File: src/rtl/ddr3_rd_capture_if.sv
// Read-capture bus: request/credit handshake, DFI read beats, chunk output and error flags.
interface ddr3_rd_capture_if #(
   parameter int DDR3_WIDTH = 16,
   parameter int TAG_BITS   = 4
);
   logic                    rd_req_i;
   logic [TAG_BITS-1:0]     rd_tag_i;
   logic                    rd_accept_o;
   logic                    dfi_rvld_i;
   logic                    dfi_last_i;
   logic [2*DDR3_WIDTH-1:0] dfi_data_i;
   logic                    rd_valid_o;
   logic                    rd_ready_i;
   logic [TAG_BITS-1:0]     rd_tag_o;
   logic [8*DDR3_WIDTH-1:0] rd_data_o;
   logic                    err_align_o;
   logic                    err_ovf_o;
   logic                    err_tag_o;

   modport slave (
      input  rd_req_i, rd_tag_i, dfi_rvld_i, dfi_last_i, dfi_data_i, rd_ready_i,
      output rd_accept_o, rd_valid_o, rd_tag_o, rd_data_o, err_align_o, err_ovf_o, err_tag_o
   );

   modport master (
      output rd_req_i, rd_tag_i, dfi_rvld_i, dfi_last_i, dfi_data_i, rd_ready_i,
      input  rd_accept_o, rd_valid_o, rd_tag_o, rd_data_o, err_align_o, err_ovf_o, err_tag_o
   );
endinterface

File: src/rtl/ddr3_rd_capture.sv
// Assembles four DFI read beats into one BL8 chunk, tags it from a request FIFO and
// buffers it in a chunk FIFO; request credits track chunks not yet handed to the consumer.
module ddr3_rd_capture #(
   parameter int DDR3_WIDTH = 16,
   parameter int DEPTH      = 4,
   parameter int TAG_BITS   = 4
) (
   input logic              clock,
   input logic              reset_n,
   ddr3_rd_capture_if.slave bus
);
   localparam int BEAT_W  = 2 * DDR3_WIDTH;
   localparam int CHUNK_W = 8 * DDR3_WIDTH;
   localparam int AW      = $clog2(DEPTH);

   typedef logic [AW:0] ptr_t;
   localparam ptr_t ONE     = ptr_t'(1);
   localparam ptr_t DEPTH_P = ptr_t'(DEPTH);

   function automatic logic is_full(input ptr_t wp, input ptr_t rp);
      return (wp[AW] != rp[AW]) && (wp[AW-1:0] == rp[AW-1:0]);
   endfunction

   // Saturates at zero so a handshake of an untagged chunk cannot wrap the credit count.
   function automatic ptr_t credit_next(input ptr_t cur, input logic inc, input logic dec);
      ptr_t r;
      r = cur;
      if (inc && !dec)
         r = cur + ONE;
      else if (dec && !inc && (cur != '0))
         r = cur - ONE;
      return r;
   endfunction

   logic [1:0]           cnt_p0;
   logic [3*BEAT_W-1:0]  part_p0;
   logic [CHUNK_W-1:0]   chunk_w;
   logic                 beat, complete, align_err, req_acc, rd_hs;
   logic                 tag_empty, tag_full, tag_push, tag_pop;
   logic                 chk_empty, chk_full, chk_push, chk_ovf;
   logic [TAG_BITS-1:0]  tag_head;
   ptr_t                 tag_wp, tag_rp, chk_wp, chk_rp, used_q, used_nxt;
   logic                 accept_q, err_align_q, err_ovf_q, err_tag_q;

   logic [TAG_BITS-1:0]  tag_mem  [DEPTH];
   logic [CHUNK_W-1:0]   data_mem [DEPTH];
   logic [TAG_BITS-1:0]  ctag_mem [DEPTH];

   assign beat      = bus.dfi_rvld_i;
   assign complete  = beat && (cnt_p0 == 2'd3);
   assign align_err = beat && bus.dfi_last_i && (cnt_p0 != 2'd3);
   assign req_acc   = bus.rd_req_i && accept_q;

   assign tag_empty = (tag_wp == tag_rp);
   assign tag_full  = is_full(tag_wp, tag_rp);
   assign tag_push  = req_acc && !tag_full;
   assign tag_pop   = complete && !tag_empty;
   assign tag_head  = tag_empty ? '0 : tag_mem[tag_rp[AW-1:0]];

   assign chk_empty = (chk_wp == chk_rp);
   assign chk_full  = is_full(chk_wp, chk_rp);
   assign rd_hs     = !chk_empty && bus.rd_ready_i;
   // A full FIFO still takes the chunk when the consumer drains an entry on the same edge.
   assign chk_push  = complete && (!chk_full || rd_hs);
   assign chk_ovf   = complete && chk_full && !rd_hs;
   assign chunk_w   = {bus.dfi_data_i, part_p0};

   assign used_nxt  = credit_next(used_q, req_acc, rd_hs);

   // Stage p0: beat lanes 0..2 held until the fourth beat completes the chunk
   always_ff @(posedge clock) begin
      for (int i = 0; i < 3; i++)
         if (beat && (cnt_p0 == 2'(i)))
            part_p0[BEAT_W*i +: BEAT_W] <= bus.dfi_data_i;
   end

   always_ff @(posedge clock) begin
      if (tag_push)
         tag_mem[tag_wp[AW-1:0]] <= bus.rd_tag_i;
      if (chk_push) begin
         data_mem[chk_wp[AW-1:0]] <= chunk_w;
         ctag_mem[chk_wp[AW-1:0]] <= tag_head;
      end
   end

   always_ff @(posedge clock or negedge reset_n) begin
      if (!reset_n) begin
         cnt_p0      <= '0;
         tag_wp      <= '0;
         tag_rp      <= '0;
         chk_wp      <= '0;
         chk_rp      <= '0;
         used_q      <= '0;
         accept_q    <= 1'b0;
         err_align_q <= 1'b0;
         err_ovf_q   <= 1'b0;
         err_tag_q   <= 1'b0;
      end else begin
         if (align_err)
            cnt_p0 <= '0;
         else if (beat)
            cnt_p0 <= cnt_p0 + 2'd1;
         if (tag_push) tag_wp <= tag_wp + ONE;
         if (tag_pop)  tag_rp <= tag_rp + ONE;
         if (chk_push) chk_wp <= chk_wp + ONE;
         if (rd_hs)    chk_rp <= chk_rp + ONE;
         used_q   <= used_nxt;
         accept_q <= (used_nxt < DEPTH_P);
         if (align_err)             err_align_q <= 1'b1;
         if (chk_ovf)               err_ovf_q   <= 1'b1;
         if (complete && tag_empty) err_tag_q   <= 1'b1;
      end
   end

   // Output stage: head of the chunk FIFO, zeroed while the FIFO is empty
   assign bus.rd_accept_o = accept_q;
   assign bus.rd_valid_o  = !chk_empty;
   assign bus.rd_data_o   = chk_empty ? '0 : data_mem[chk_rp[AW-1:0]];
   assign bus.rd_tag_o    = chk_empty ? '0 : ctag_mem[chk_rp[AW-1:0]];
   assign bus.err_align_o = err_align_q;
   assign bus.err_ovf_o   = err_ovf_q;
   assign bus.err_tag_o   = err_tag_q;
endmodule

File: src/flat_wrapper.sv
// flat-port wrapper written by rule: the top's interface ports become plain ports
module ddr3_rd_capture_flat 
#(
   parameter int DDR3_WIDTH = 16,
   parameter int DEPTH      = 4,
   parameter int TAG_BITS   = 4
)
  (clock, reset_n, bus_rd_req_i, bus_rd_tag_i, bus_dfi_rvld_i, bus_dfi_last_i, bus_dfi_data_i, bus_rd_ready_i, bus_rd_accept_o, bus_rd_valid_o, bus_rd_tag_o, bus_rd_data_o, bus_err_align_o, bus_err_ovf_o, bus_err_tag_o);
  ddr3_rd_capture_if #(.DDR3_WIDTH(DDR3_WIDTH), .TAG_BITS(TAG_BITS)) bus_i ();
  input logic clock;
  input logic reset_n;
  input wire logic [$bits(bus_i.rd_req_i)-1:0] bus_rd_req_i;
  input wire logic [$bits(bus_i.rd_tag_i)-1:0] bus_rd_tag_i;
  input wire logic [$bits(bus_i.dfi_rvld_i)-1:0] bus_dfi_rvld_i;
  input wire logic [$bits(bus_i.dfi_last_i)-1:0] bus_dfi_last_i;
  input wire logic [$bits(bus_i.dfi_data_i)-1:0] bus_dfi_data_i;
  input wire logic [$bits(bus_i.rd_ready_i)-1:0] bus_rd_ready_i;
  output wire logic [$bits(bus_i.rd_accept_o)-1:0] bus_rd_accept_o;
  output wire logic [$bits(bus_i.rd_valid_o)-1:0] bus_rd_valid_o;
  output wire logic [$bits(bus_i.rd_tag_o)-1:0] bus_rd_tag_o;
  output wire logic [$bits(bus_i.rd_data_o)-1:0] bus_rd_data_o;
  output wire logic [$bits(bus_i.err_align_o)-1:0] bus_err_align_o;
  output wire logic [$bits(bus_i.err_ovf_o)-1:0] bus_err_ovf_o;
  output wire logic [$bits(bus_i.err_tag_o)-1:0] bus_err_tag_o;
  assign bus_i.rd_req_i = bus_rd_req_i;
  assign bus_i.rd_tag_i = bus_rd_tag_i;
  assign bus_i.dfi_rvld_i = bus_dfi_rvld_i;
  assign bus_i.dfi_last_i = bus_dfi_last_i;
  assign bus_i.dfi_data_i = bus_dfi_data_i;
  assign bus_i.rd_ready_i = bus_rd_ready_i;
  assign bus_rd_accept_o = bus_i.rd_accept_o;
  assign bus_rd_valid_o = bus_i.rd_valid_o;
  assign bus_rd_tag_o = bus_i.rd_tag_o;
  assign bus_rd_data_o = bus_i.rd_data_o;
  assign bus_err_align_o = bus_i.err_align_o;
  assign bus_err_ovf_o = bus_i.err_ovf_o;
  assign bus_err_tag_o = bus_i.err_tag_o;
  ddr3_rd_capture #(.DDR3_WIDTH(DDR3_WIDTH), .DEPTH(DEPTH), .TAG_BITS(TAG_BITS)) u_core (.clock(clock), .reset_n(reset_n), .bus(bus_i));
endmodule
File: config.mk
export PLATFORM = sky130hd
export DESIGN_NAME = ddr3_rd_capture_flat
export DESIGN_NICKNAME = d
export VERILOG_FILES = /design/src/rtl/ddr3_rd_capture_if.sv /design/src/rtl/ddr3_rd_capture.sv /design/src/flat_wrapper.sv
export SDC_FILE = /design/constraint.sdc
export NUM_CORES = 1
export LEC_CHECK = 0
export ABC_AREA = 1
export CORE_ASPECT_RATIO = 0.5
export CORE_MARGIN = 2
export CORE_UTILIZATION = 50
export CTS_CLUSTER_SIZE = 16
export DETAILED_ROUTE_END_ITERATION = 10
export GPL_ROUTABILITY_DRIVEN = 0
export PLACE_DENSITY_LB_ADDON = 0.3
export SETUP_SLACK_MARGIN = 0.2
export SYNTH_ARGS = -nofsm -noshare
export SYNTH_HDL_FRONTEND = slang
export SYNTH_SLANG_ARGS = --single-unit
export TNS_END_PERCENT = 50
File: constraint.sdc
create_clock -name clock -period 6.6 [get_ports clock]
set_input_delay 0.99 -clock clock [delete_from_list [all_inputs] [get_ports clock]]
set_output_delay 0.99 -clock clock [all_outputs]
set_load 0.01 [all_outputs]
### Yosys cells after proc, flatten, opt, wreduce, memory -nomap -nowiden

Memory sizes are Yosys's and may differ from the RTL's.
Cells that the tools add are included.

| word-level totals | value |
|---|---|
| flip-flop bits (word level) | 117 |
| RAM bits | 544 |
| input bits | 42 |
| output and inout port bits | 137 |
| word-level logic and storage cells | 74 |
| memories | 3 |

| operators by class | value |
|---|---|
| add/sub/neg operators | 7 |
| magnitude comparators | 1 |
| equal/unequal tests | 10 |
| multiplexer cells | 11 |
| reduce and logical (&&, ||, !) cells | 29 |

Memory list:

| name | depth | width | rd ports | clocked after Yosys merged registers in | write ports | line | source |
|---|---|---|---|---|---|---|---|
| u_core.data_mem | 4 | 128 | 1 | 0 | 1 | ddr3_rd_capture.sv:46 | `logic [CHUNK_W-1:0] data_mem [DEPTH];` |
| u_core.ctag_mem | 4 | 4 | 1 | 0 | 1 | ddr3_rd_capture.sv:47 | `logic [TAG_BITS-1:0] ctag_mem [DEPTH];` |
| u_core.tag_mem | 4 | 4 | 1 | 0 | 1 | ddr3_rd_capture.sv:45 | `logic [TAG_BITS-1:0] tag_mem [DEPTH];` |

Operators by type and width:

| cell | count |
|---|---|
| $mux 128 | 1 |
| $logic_and 1x1->1 | 19 |
| $add 3x1->3 const B | 5 |
| $mux 4 | 2 |
| $eq 3x3->1 | 2 |
| $logic_not 1->1 | 6 |
| $mux 3 | 2 |
| $eq 2x2->1 | 2 |
| $eq 2x2->1 const B | 2 |
| $mux 1 | 4 |
| $mux 2 | 2 |
| $lt 3x3->1 const B | 1 |
| $reduce_bool 3->1 | 1 |
| $sub 3x1->3 const B | 1 |
| $add 2x1->2 const B | 1 |
| $eq 2x1->1 const B | 1 |
| $logic_not 2->1 | 1 |
| $ne 1x1->1 | 2 |
| $ne 2x2->1 const B | 1 |
| $reduce_bool 2->1 | 1 |
| $logic_or 1x1->1 | 1 |

### Depth between registers and ports, before layout

| depth | value |
|---|---|
| word-level depth | 8 |
| mapped depth | 9 |
| gate-level depth less buffers | 9 |

### Worst setup path after synthesis

Ideal clock, no wire load.

| path | value |
|---|---|
| kind | input-to-reg |
| from | in bus_dfi_rvld_i |
| to | mem u_core.ctag_mem[3][0] (enable) |
| setup time | 0.627 ns |
| data arrival time | 7.001 ns |
| required time | 5.973 ns |
| path slack | -1.028 ns |
| stages on the path | 5 |
| path buffers | 1 |
| cells stage by stage | buf_2 -> nand2_1 -> inv_1 -> nand2_1 -> nor2_1 |

| on the way | value |
|---|---|
| longest elaborated chain between the ends | 4 |

Ends and longest elaborated chain:

| element | line | source |
|---|---|---|
| start: declaration | flat_wrapper.sv:14 | `input wire logic [$bits(bus_i.dfi_rvld_i)-1:0] bus_dfi_rvld_i;` |
| $logic_and 1x1->1 | ddr3_rd_capture.sv:50 | `assign complete = beat && (cnt_p0 == 2'd3);` |
| $logic_and 1x1->1 | ddr3_rd_capture.sv:64 | `assign chk_push = complete && (!chk_full \|\| rd_hs);` |
| $mux 1 | ddr3_rd_capture.sv:80 | `if (chk_push) begin` |
| $mux 1 (not written as such) | ddr3_rd_capture.sv:82 | `ctag_mem[chk_wp[AW-1:0]] <= tag_head;` |
| end: declaration | ddr3_rd_capture.sv:47 |  |

No other way between the ends.

### Worst setup path in the final report

| path | value |
|---|---|
| from | reg u_core.chk_rp[0] |
| to | out bus_rd_data_o[111] |

| on the way | value |
|---|---|
| longest elaborated chain between the ends | 2 |
| elaborated cells on any way between the ends | 3 |
| classes of those cells | eq/ne: 1; mux: 1; memory: 1 |

Ends and longest elaborated chain:

| element | line | source |
|---|---|---|
| start: declaration | ddr3_rd_capture.sv:42 | `ptr_t tag_wp, tag_rp, chk_wp, chk_rp, used_q, used_nxt;` |
| start signal: assignment | ddr3_rd_capture.sv:106 | `if (rd_hs) chk_rp <= chk_rp + ONE;` |
| $mem_v2 4x128 or $eq 3x3->1 (tied branches) | - |  |
| $mux 128 * | ddr3_rd_capture.sv:118 | `assign bus.rd_data_o = chk_empty ? '0 : data_mem[chk_rp[AW-1:0]];` |
| end: declaration | flat_wrapper.sv:21 | `output wire logic [$bits(bus_i.rd_data_o)-1:0] bus_rd_data_o;` |

Every way passes the cells marked *; elsewhere a longest branch is shown, timed or not.

==> out/results.tsv <==
stage	metric	value	unit
place	hpwl dp	29600	um
finish	commonest non-fill, non-tap cell in the layout	edfxtp_1	
clocking	H-tree lvl count	2	
clocking	Clock Tree Buf Depth	3	
timing	clock period minus worst slack	5.48	ns
finish	final std cell area, no fill	29600	sq um
logic_synthesis	count of cell types in the netlist	24	
timing	measured slew at the worst slew-check pin	1.13	ns
floorplan	die area	52800	sq um
finish	fin nets	2058	
floorplan	Chip Width	323	um
worst_setup_path	CP Class	reg2out	
finish	layout cells sized above 1	0.0529	
detailed_routing	via count	14700	
logic_synthesis	syn_nets	1912	
clocking	CTS tree	done	
floorplan	# rows	58	
power_and_ir_drop	Comb power frac	0.362	
timing	RSZ-0062 raised after global routing	no	
detailed_routing	vias per cell	5.39	
power_and_ir_drop	Peak VDD IR	0.000360	V
timing	final-report hold violation count	0	
floorplan	Die Span Y	164	um
worst_setup_path	R2R depth	7	
timing	Slew HR	0.247	
grt	M2 GR Usage	0.335	
clocking	clock transition at the registers of the reported paths	0.07	ns
power_and_ir_drop	Sw Share	0.335	
place	Post-DP Area	27800	sq um
logic_synthesis	Avg Cell Area, Syn	13.7	sq um
finish	most frequent cells in the layout	640 x edfxtp_1, 418 x nor2_1, 178 x clkdlybuf4s50_1	
finish	ANT cells	0	
grt	largest net degree at the start of global routing	211	
power_and_ir_drop	Reg power frac	0.394	
power_and_ir_drop	Internal Power	8.66	mW
detailed_routing	DR iter-0 viols	1484	
worst_setup_path	crit path launch type	flip-flop	
timing	fmax	0.183	GHz
logic_synthesis	area share of the largest cell type after synthesis	0.755	
grt	vias in the first global route	14000	
floorplan	top-level port count	179	
power_and_ir_drop	total leakage power	10.5	nW
clocking	CTS resizes	0	
power_and_ir_drop	P_sw	4.37	mW
hold_path	HP Class	reg2reg	
grt	antenna violations before repair	5	
worst_setup_path	CP required	5.61	ns
floorplan	core area	50200	sq um
detailed_routing	Final ANT Viol Nets	0	
clocking	post-CTS setup buffers	0	
grt	GR Util met3	0.0306	
logic_synthesis	Cells after Synth	1853	
place	I/O Buffers	178	
timing	Period Utilization, post-route	0.830	
run	total of max-cap violations	0	
logic_synthesis	#FFs+latches synth	661	
worst_setup_path	CP arrival	4.49	ns
detailed_routing	DRT Wirelength	53800	um
timing	final setup fails	0	
grt	Total GRT Usage	0.201	
logic_synthesis	Mapped Area	25400	sq um
clocking	CTS Buf Count	56	
power_and_ir_drop	post-layout power	13.0	mW
grt	met1 usage	0.279	
grt	layer with the highest usage	met2	
logic_synthesis	Synth area leader	edfxtp_1	
timing	Final Max Slew Viols	0	
timing	clock skew	0.0179	ns
status	status	finished, final reports clean	
logic_synthesis	sequential fraction of the synthesis area	0.776	
grt	global-route wire length before repair	80100	um
worst_setup_path	Crit. End Element	primary output	
clocking	clk root buf	clkbuf_16	
grt	global route total overflow	0	
clocking	Hold Buf Count CTS	0	
logic_synthesis	Area contributors post-synth	edfxtp_1 76%, nor2_1 6.2%, o32ai_1 4.7%	
detailed_routing	drt first pass iters	5	
clocking	clk sinks	661	
worst_setup_path	CP max FO	91	
detailed_routing	drt wl/cell	19.7	um
floorplan	initial core utilization	0.507	
finish	area grow syn2layout	16.2	%
hold_path	Hold Crit Depth	0	
power_and_ir_drop	Power Density	441	nW/um^2
detailed_routing	DRC viols	0	
logic_synthesis	synth warn	0	
power_and_ir_drop	Clock power frac	0.244	
clocking	worst-skew pair later-pin latency	0.59	ns
## cell type report
type / instances / area [sq um]
Clock buffer: 67 / 1460
Clock inverter: 35 / 290
Fill cell: 3798 / 20600
Inverter: 166 / 631
Multi-Input combinational cell: 920 / 4600
Sequential cell: 661 / 19800
Tap cell: 690 / 863
Timing Repair Buffer: 194 / 1960
## final timing paths
check / to / slack [ns] / from
min in group asynchronous: u_core.bus.rd_accept_o / 0.95 / reset_n
hold reg to reg: u_core.data_mem[2][73] / 0.49 / u_core.part_p0[73]
setup / recovery: bus_rd_data_o[111] / 1.12 / u_core.chk_rp[0]
setup reg to reg: u_core.data_mem[3][40] / 2.59 / u_core.chk_rp[0]
hold / removal: u_core.data_mem[2][73] / 0.49 / u_core.part_p0[73]
max in group asynchronous: u_core.chk_rp[0] / 4.94 / reset_n
## layer usage
metal  wire length [um]  vias up
met3               3740       75
met1              22800     7362
met2              26100      426
met4               1160        0
met5                  0        -
li1                   -     6875
## per-stage QoR
stage                     instances   util  hold WS, ns  worst slack [ns]  TNS (ns)
after detailed placement       2631  0.554        0.477              1.68         0
after floorplan                1853      -        0.459             -1.01   -401.88
after CTS                      2733  0.589        0.488              1.05         0
after global routing           2733  0.589        0.505             0.736         0
final                          2733  0.589        0.488              1.12         0
after global placement         2631  0.554        0.454              1.78         0
## cell usage after synthesis
| library cell | number |
|---|---|
| nand3_2 | 2 |
| nand3_1 | 11 |
| nand2_2 | 1 |
| clkbuf_1 | 49 |
| edfxtp_1 | 640 |
| buf_4 | 1 |
| buf_1 | 4 |
| clkinv_1 | 1 |
| dfrtp_1 | 21 |
| xor2_1 | 9 |
| inv_1 | 164 |
| a31o_2 | 1 |
| inv_2 | 1 |
| nand4_1 | 1 |
| o21bai_1 | 2 |
| a21oi_1 | 3 |
| ha_1 | 17 |
| xnor2_1 | 3 |
| nor2_1 | 422 |
| buf_6 | 7 |
| nand2_1 | 171 |
| buf_2 | 45 |
| o32ai_1 | 136 |
| o21ai_0 | 141 |
## power groups by stage
| stage | registers [mW] | clock network [mW] | logic, mW |
|---|---|---|---|
| final | 5.13 | 3.18 | 4.72 |
| after global routing | 5.16 | 3.40 | 5.18 |
| after CTS | 5.12 | 3.22 | 4.79 |
| after detailed placement | 5.21 | 0 | 4.77 |
| after global placement | 5.20 | 0 | 4.70 |
| after floorplan | 5.03 | 0 | 2.77 |
## registers in the layout, indices dropped and copies added (netlist names), named ones only
register	count
u_core.bus.err_align_o	1
u_core.used_q	2
u_core.tag_rp	3
u_core.bus.err_tag_o	1
u_core.ctag_mem	16
u_core.part_p0	96
u_core.bus.err_ovf_o	1
u_core.tag_mem	16
u_core.cnt_p0	2
u_core.bus.rd_accept_o	1
u_core.chk_wp	3
u_core.chk_rp	3
u_core.tag_wp	3
u_core.data_mem	512
## worst max-delay path, cell delays in order (launching register included)
cell and delay, ns:
dfrtp_4 1.10, inv_8 0.29, nand2_1 0.14, nand2_1 0.11, nand3_4 0.66, buf_4 0.70
nand2_1 0.14, inv_1 0.09, clkdlybuf4s50_1 0.54
## logic make-up after synthesis
group / share of synthesized area
AO/OA/AOI/OAI: 0.0761
XOR/XNOR: 0.00413
adder cells (fa/ha/maj): 0.00836
buffers and inverters: 0.0446
flip-flops: 0.776
AND/OR/NAND/NOR: 0.0909
No activity file was read; power rests on OpenSTA's default activity.
